--- src/rtl/rv32_pkg.sv ---
// rv32_pkg: shared opcodes, sequencer states and instruction classes for the multicycle RV32I core.
package rv32_pkg;
    localparam logic [6:0] OP_LUI    = 7'b0110111;
    localparam logic [6:0] OP_AUIPC  = 7'b0010111;
    localparam logic [6:0] OP_JAL    = 7'b1101111;
    localparam logic [6:0] OP_JALR   = 7'b1100111;
    localparam logic [6:0] OP_BRANCH = 7'b1100011;
    localparam logic [6:0] OP_LOAD   = 7'b0000011;
    localparam logic [6:0] OP_STORE  = 7'b0100011;
    localparam logic [6:0] OP_IMM    = 7'b0010011;
    localparam logic [6:0] OP_REG    = 7'b0110011;
    localparam logic [6:0] OP_SYSTEM = 7'b1110011;

    typedef enum logic [2:0] {IDLE, FETCH, DECODE, EXEC, MEM, WB, HALT, ERROR} seq_state_t;
    typedef enum logic [2:0] {ALU, BRANCH, JUMP, LOAD, STORE, SYSTEM, ILLEGAL} instr_class_t;
endpackage

--- src/rtl/opcode_classifier.sv ---
// opcode_classifier: maps the IR opcode field to an instruction class and a register-write flag.
module opcode_classifier
    import rv32_pkg::*;
(
    input  logic [6:0]   ir_opcode,
    output instr_class_t cls,
    output logic         writes_rd
);
    always_comb begin
        case (ir_opcode)
            OP_LUI, OP_AUIPC, OP_IMM, OP_REG: cls = ALU;
            OP_JAL, OP_JALR:                  cls = JUMP;
            OP_BRANCH:                        cls = BRANCH;
            OP_LOAD:                          cls = LOAD;
            OP_STORE:                         cls = STORE;
            OP_SYSTEM:                        cls = SYSTEM;
            default:                          cls = ILLEGAL;
        endcase
    end

    assign writes_rd = cls inside {ALU, JUMP, LOAD};
endmodule

--- src/rtl/multicycle_sequencer.sv ---
// multicycle_sequencer: control FSM sequencing memory, IR, register file and PC for a multicycle
// RV32I core, with wait-state handshake, cycle/instret counters and sticky halt/illegal/timeout flags.
module multicycle_sequencer
    import rv32_pkg::*;
#(
    parameter int CNT_W   = 32,
    parameter int TIMEOUT = 255
) (
    input  logic             clk,
    input  logic             rst,
    input  logic [6:0]       ir_opcode,
    input  logic             mem_ready,
    output logic             mem_req,
    output logic             mem_is_data,
    output logic             mem_we,
    output logic             ir_we,
    output logic             reg_we,
    output logic             pc_we,
    output logic [2:0]       state,
    output logic             halted,
    output logic             illegal,
    output logic             timeout,
    output logic [CNT_W-1:0] cycle_cnt,
    output logic [CNT_W-1:0] instret_cnt
);
    localparam int WW = $clog2(TIMEOUT + 2);

    seq_state_t   st;
    instr_class_t cls;
    logic         writes_rd;
    logic         waiting;
    logic         expired;
    logic [WW-1:0] wait_cnt;

    opcode_classifier u_cls (
        .ir_opcode (ir_opcode),
        .cls       (cls),
        .writes_rd (writes_rd)
    );

    assign state   = st;
    assign waiting = (st == FETCH || st == MEM) && !mem_ready;
    // A ready on the limit cycle completes normally because waiting is already low then.
    assign expired = TIMEOUT != 0 && waiting && wait_cnt == WW'(TIMEOUT - 1);

    assign mem_req     = !rst && (st == FETCH || st == MEM);
    assign mem_is_data = !rst && st == MEM;
    assign mem_we      = !rst && st == MEM && cls == STORE && mem_ready;
    assign ir_we       = !rst && st == FETCH && mem_ready;
    assign reg_we      = !rst && st == WB && writes_rd;
    assign pc_we       = !rst && (st == WB || (st == DECODE && cls == SYSTEM));

    always_ff @(posedge clk) begin
        if (rst) begin
            st          <= IDLE;
            wait_cnt    <= '0;
            halted      <= 1'b0;
            illegal     <= 1'b0;
            timeout     <= 1'b0;
            cycle_cnt   <= '0;
            instret_cnt <= '0;
        end else begin
            wait_cnt <= waiting ? wait_cnt + 1'b1 : '0;
            if (st != HALT && st != ERROR) cycle_cnt <= cycle_cnt + 1'b1;
            if (pc_we) instret_cnt <= instret_cnt + 1'b1;
            if (expired) timeout <= 1'b1;
            if (st == DECODE && cls == ILLEGAL) illegal <= 1'b1;
            if (st == DECODE && cls == SYSTEM) halted <= 1'b1;
            case (st)
                IDLE:    st <= FETCH;
                FETCH:   st <= mem_ready ? DECODE : expired ? ERROR : FETCH;
                DECODE:  st <= cls == ILLEGAL ? ERROR : cls == SYSTEM ? HALT : EXEC;
                EXEC:    st <= (cls == LOAD || cls == STORE) ? MEM : WB;
                MEM:     st <= mem_ready ? WB : expired ? ERROR : MEM;
                WB:      st <= FETCH;
                default: st <= st;
            endcase
        end
    end
endmodule

--- config.mk ---
export PLATFORM = sky130hd
export DESIGN_NAME = multicycle_sequencer
export DESIGN_NICKNAME = d
export VERILOG_FILES = /design/src/rtl/rv32_pkg.sv /design/src/rtl/opcode_classifier.sv /design/src/rtl/multicycle_sequencer.sv
export SDC_FILE = /design/constraint.sdc
export NUM_CORES = 1
export LEC_CHECK = 0
export ABC_CLOCK_PERIOD_IN_PS = 3430
export CELL_PAD_IN_SITES_DETAIL_PLACEMENT = 0
export CELL_PAD_IN_SITES_GLOBAL_PLACEMENT = 1
export CORE_UTILIZATION = 40
export CTS_CLUSTER_SIZE = 30
export DETAILED_ROUTE_END_ITERATION = 8
export PLACE_DENSITY = 0.84
export SETUP_SLACK_MARGIN = 0.5
export SLEW_MARGIN = 30
export SYNTH_ARGS = -nofsm -noshare
export SYNTH_HDL_FRONTEND = slang
export SYNTH_SLANG_ARGS = --single-unit
--- constraint.sdc ---
create_clock -name clk -period 3.43 [get_ports clk]
set_input_delay 1.029 -clock clk [delete_from_list [all_inputs] [get_ports clk]]
set_output_delay 1.029 -clock clk [all_outputs]
set_load 0.02 [all_outputs]
### Yosys cells after proc, flatten, opt, wreduce, memory -nomap -nowiden

Cells that the tools add are included.

* equal/unequal tests: 23
* multiplexer cells: 9
* reductions and logical operators: 27
* divide/modulo/power cells: 0
* bitwise gates (word level): 1
* order comparisons: 0
* add/sub/neg operators: 3
* $mul: 0
* shifts and indexed selects: 0

Operators with widths (number)
* 32-bit by 1-bit adder with 32-bit output, second input constant: 2
* 7-bit equality test, second input constant: 4
* 7-bit by 6-bit equality test with 1-bit output, second input constant: 3
* 3-bit case mux with 6 select lines: 1
* 3-bit equality test, second input constant: 5
* 3-bit case mux with 5 select lines: 1
* 7-bit by 5-bit equality test with 1-bit output, second input constant: 2
* 1-bit logical AND: 14
* 3-bit by 2-bit equality test with 1-bit output, second input constant: 4
* 3-bit 2-to-1 mux: 4
* 9-bit by 1-bit adder with 9-bit output, second input constant: 1
* 9-bit by 8-bit equality test with 1-bit output, second input constant: 1
* 7-bit by 2-bit equality test with 1-bit output, second input constant: 1
* 3-bit logical NOT: 2
* 3-bit != test, second input constant: 2
* 2-bit OR reduction: 3
* 5-bit nonzero test: 1
* 2-bit 2-to-1 mux: 2
* 4-bit OR reduction: 1
* 3-bit by 1-bit equality test with 1-bit output, second input constant: 1
* 1-bit logical OR: 3
* 3-bit nonzero test: 1
* 1-bit logical NOT: 2
* 1-bit 2-to-1 mux: 1
* 1-bit inverter: 1

* bits in writable memories: 0
* output and inout port bits: 76
* ROM bits: 0
* memories: 0
* flip-flop bits (word level): 79
* bits in latches: 0
* input bits: 10
* word-level logic and storage cells: 70

### Depth between registers and ports, before layout

* word-level depth: 7
* depth in mapped cells: 8
* depth with buffers taken out: 6

### Hierarchy

From an unflattened synthesis, not the netlist that was laid out.

* cell total of the unflattened synthesis: 492
* area, all modules: 4110.2 µm²

Modules (own cells, without submodules)
* multicycle_sequencer: cells an instance 478, area each 4020.1 µm², instances 1, seq. area each 1581.5 µm²
* opcode_classifier: cells an instance 14, area each 90.1 µm², instances 1, seq. area each 0.0 µm²

### Worst setup path before layout

No wires, ideal clock.

* kind: in2out
* start point: in rst
* end point: out reg_we
* arrival: 2350 ps
* setup slack: 51 ps
* required time: 2401 ps
* cell stages on the path: 2
* buffers on the path: 1
* cell sequence: clkbuf_1 a2111oi_0

* word-level cells in the longest chain between the ends: 3

RTL lines
* start: declaration: line multicycle_sequencer.sv:10 `input logic rst,`
* 1-bit logical NOT: line multicycle_sequencer.sv:50 `assign reg_we = !rst && st == WB && writes_rd;`
* 1-bit logical AND (2 in a row): line multicycle_sequencer.sv:50
* end: declaration: line multicycle_sequencer.sv:17 `output logic reg_we,`

No other way between the ends.

### Worst setup path in the final report

* start point: in ir_opcode[2]
* end point: out mem_we

* word-level cells in the longest chain between the ends: 6
* elaborated cells on any way between the ends: 16
* those cells by class: 11 x eq/ne; 1 x mux; 4 x reduce/logical

RTL lines
* start: declaration: line multicycle_sequencer.sv:11 `input logic [6:0] ir_opcode,`
* 7-bit by 6-bit equality test with 1-bit output, or another cell as far along: line opcode_classifier.sv:10 `case (ir_opcode)`
* 4-bit OR reduction / 2-bit OR reduction (equally long branches): line opcode_classifier.sv:10
* 3-bit case mux with 6 select lines *: line opcode_classifier.sv:10
* 3-bit equality test *: line multicycle_sequencer.sv:48 `assign mem_we = !rst && st == MEM && cls == STORE && mem_ready;`
* 1-bit logical AND * (2 in a row): line multicycle_sequencer.sv:48
* end: declaration: line multicycle_sequencer.sv:15 `output logic mem_we,`

Every way passes the cells marked *; elsewhere a longest branch is shown, timed or not.

==> impl_results.md <==
* FF-to-FF path depth at 7
* FF+latch count, synth at between 70 and 80
* Cells after Synth at 444
* Worst reg2reg setup slack at about 900 ps
* Most used DFF post-synth: dfxtp_1
* Crit path buffers/inverters at 2
* Longest Clk Path Bufs at 2
* Number of cell rows at 34
* Wirelength per Cell at between 10 and 15 um
* Final Wtd Congestion at approximately 0.85
* Vias at around 3,600
* Mux share of post-synthesis cell area at less than 1%
* Initial antenna violation count at 0
* Overflow after GRT at 0
* Pin count of the biggest net entering global routing at 52
* Register area share after synthesis at a little over two fifths
* Diode count at 0
* Static leakage at ~0.0018 uW
* Yosys top cell by area: dfxtp_1
* Failing checks: design-rule violations
* Crit path DAT at 1910 ps
* Initial Utilization at about 42%
* RSZ-0062 raised after global routing: true
* Clk_lat worst skew at around 340 ps
* Synth Area in Simple Gates at 29.0%
* Via-to-Cell Ratio at between 5 and 6
* Placed Area at 0.00483 sq mm
* Die Y-Extent at 98.4 um
* CP startpoint kind: input port
* Tmin final at 2930 ps
* Largest family of logic cells by synthesized area: simple AND/OR/NAND/NOR gates
* Req. time, crit path at around 2400 ps
* CTS HTree Levels at 3
* Hold endpoint: illegal$_SDFFE_PP0P_
* First-pass GRT wire length at roughly 15 mm
* Port bufs at 85
* Iter 0 DRT Violations at approximately 130
* Reg clk slew, reported paths at ~80 ps
* Hpwl dp at between 6 and 7 mm
* CTS tree: yes
* Max-Slew Margin vs Limit at between 40% and 50%
* Max-cap violations at 0
* Pwr Total at 1760 uW
* Final setup fails at 0
* Delay-heaviest family, CP: simple AND/OR/NAND/NOR gates
* Fin. Hold Viols at 0
* # fillers at approximately 800
* Post-synth top area share at between 40% and 50%
* Cell Chain, Critical Path: buf_8 -> nand4bb_4 -> nor3_4 -> and4_1 -> buf_6
* Ys Warns at 0
* Min-delay src: illegal$_SDFFE_PP0P_
* Post-synth ARST share at 0%
* CP Class: in2out
* Inst Count DP at between 600 and 700
* Share of post-route cells with drive strength above 1 at a little under an eighth
* Synthesis-to-finish area growth at 36.8%
* Largest stage delay, worst path at 270 ps
* Pre-CTS setup slack at -441 ps
* Hold crit path type: reg2reg
* Fin Setup TNS at 0 ps
* Drt first pass iters at 9
* Layout Nets at about 560
* Adder-Cell Fraction of Synth Area at about 1.3%
* Syn nets at ~460
* FF-to-FF Start: state[0]$_SDFFE_PP0P_
* Max stage delay cell, worst path: nand4bb_4
* Slack of the critical path at about 500 ps
* Sink Count at 79
* Ranking of synthesized cells by area: dfxtp_1, xor2_1, nor2_1, nand4_1, nand2_1
* Die Area at ~0.0097 sq mm
* Status: finished with violations
* Worst R2R End: instret_cnt[27]$_SDFFE_PP0P_
* Synthesized cell area at between 0.003 and 0.004 sq mm
* VDD IR max at 0.201 mV
* Cell area power density at between 300 and 400 mW/mm^2
* DRT Wirelength at between 9 and 10 mm
* Yosys cell types at 45
* Total GRT Usage at between 10% and 20%
* Post-synth EDFFs at 0
* Max Fclk at ~0.34 GHz
* Fin crit share at 85.5%
* # IOs at 86
* Drt drc at 4
* Worst-path fanout max at 4
* Least-Margin Pin Slew at between 800 and 900 ps
* Root buffer cell: clkbuf_8
* Synth Area in Compound Gates at 12.1%
* Max Slew Vio Count at 0
* Core Region at between 0.008 and 0.009 sq mm
* Number of routed nets with antenna violations at 0
* Die Span X at roughly 100 um
* CTS Buf Count at 9
* Syn avg cell area at 8.37 sq um
* Xor/xnor share of the synthesized area at ~12%
* Vias in the first global route at about 3,300
* Worst Skew at 11.3 ps
* Hold depth at 2
* Design area at around 0.0051 sq mm
* Post-route insts no fill at ~660
* Crit end category: output port
[per-stage QoR]
stage / utilization, % / hold WS (ps)
CTS: 57.0 / 483
floorplan: - / 453
finish: 57.5 / 474
global route: 57.5 / 524
detailed placement: 54.6 / 463
global placement: 54.6 / 457
[power breakdown]
group | internal (uW) | switching [uW]
logic | 62.8 | 88.0
registers | 926 | 11.3
clock network | 337 | 337
total | 1330 | 436
[cells in the final DEF, fill, tap and decap left out, types with 3 or more instances in the layout]
cell type        Yosys  layout
and2_1               5       5
nor4_1               6       5
buf_4                0      25
and4_1               5       5
o31a_1               3       3
or4_1                7       7
o31ai_1              7       7
o21ai_0             15      14
nor3_1              11       9
buf_6                0       4
o21a_1               3       3
nor2_1              80      77
nand2_1             33      33
or3_1                6       6
clkdlybuf4s50_1      0      70
clkbuf_8             0       9
nor2b_1              3       3
o211ai_1             5       5
nand4_1             20      20
xor2_1              42      42
xnor2_1              7       7
mux2i_1              3       3
dfxtp_1             79      79
and3_1               9       9
a21oi_1             19      19
o2111ai_1            8       8
nand3_1             19      18
inv_1               12      10
buf_2                2       5
buf_8                0       3
ha_1                 4       4
[repair_timing]
item,in CTS,in global routing
pin swaps,7,9
hold buffers,0,0
gates cloned,0,0
gates resized for setup,66,12
buffers inserted,5,1
setup endpoints to repair,6,3
[routing by layer]
layer / global-route usage (%) / share of wire, % / wire length, um / vias to the layer above
met1: 26.1 / 47 / 4340 / 1687
met2: 31.6 / 48 / 4390 / 79
met3: 4.94 / 4.0 / 370 / 14
met5: 0 / 0 / 0 / -
li1: - / - / - / 1793
met4: 4.48 / 1.3 / 121 / 0
[synthesized netlist by cell type (2+ instances only)]
cell type	instances
a21oi_1	19
and2_1	5
and3_1	9
and4_1	5
buf_1	3
buf_2	2
clkbuf_1	9
dfxtp_1	79
ha_1	4
inv_1	12
mux2i_1	3
nand2_1	33
nand2b_1	2
nand3_1	19
nand4_1	20
nor2_1	80
nor2b_1	3
nor3_1	11
nor4_1	6
o2111ai_1	8
o211ai_1	5
o21a_1	3
o21ai_0	15
o22ai_1	2
o31a_1	3
o31ai_1	7
or3_1	6
or4_1	7
xnor2_1	7
xor2_1	42
[cells by family (layout without fill, tap and decap cells)]
kind of cell | count (synthesis) | after routing
buffers and inverters | 26 | 137
adder cells (fa/ha/maj) | 4 | 4
AND/OR/NAND/NOR | 214 | 214
multiplexers | 3 | 3
flip-flops | 79 | 79
XOR/XNOR | 49 | 49
AO/OA/AOI/OAI | 69 | 69
[worst max path at each step]
stage / from / end / slack (ps) / cells after the start
6_report: ir_opcode[2] / mem_we / 500 / 5
3_3_place_gp: ir_opcode[2] / mem_we / -410 / 5
3_5_place_dp: ir_opcode[2] / mem_we / -440 / 5
2_1_floorplan: rst / pc_we / 500 / 5
4_1_cts: ir_opcode[3] / mem_we / 440 / 5
5_1_grt: ir_opcode[5] / reg_we / 430 / 5
[tightest hold or removal path, stage by stage, from the launching register on]
cell and delay [ps]:
dfxtp_1 330, nor2_1 50, nor2_1 70
[cell type report]
class	count	area, sq um	share of cell area (%)
Inverter	12	45.0	0.886
Sequential cell	79	1580	31.1
Tap cell	108	135	2.66
Clock buffer	11	131	2.58
Multi-Input combinational cell	339	2110	41.5
Timing Repair Buffer	109	1020	20.1
Clock inverter	5	58.8	1.16
[sequential cells by signal, indices dropped and copies added, names as in the netlist]
signal / cells
state: 3
halted: 1
wait_cnt: 9
instret_cnt: 32
timeout: 1
illegal: 1
cycle_cnt: 32
Power figures use the tool's default switching activity.
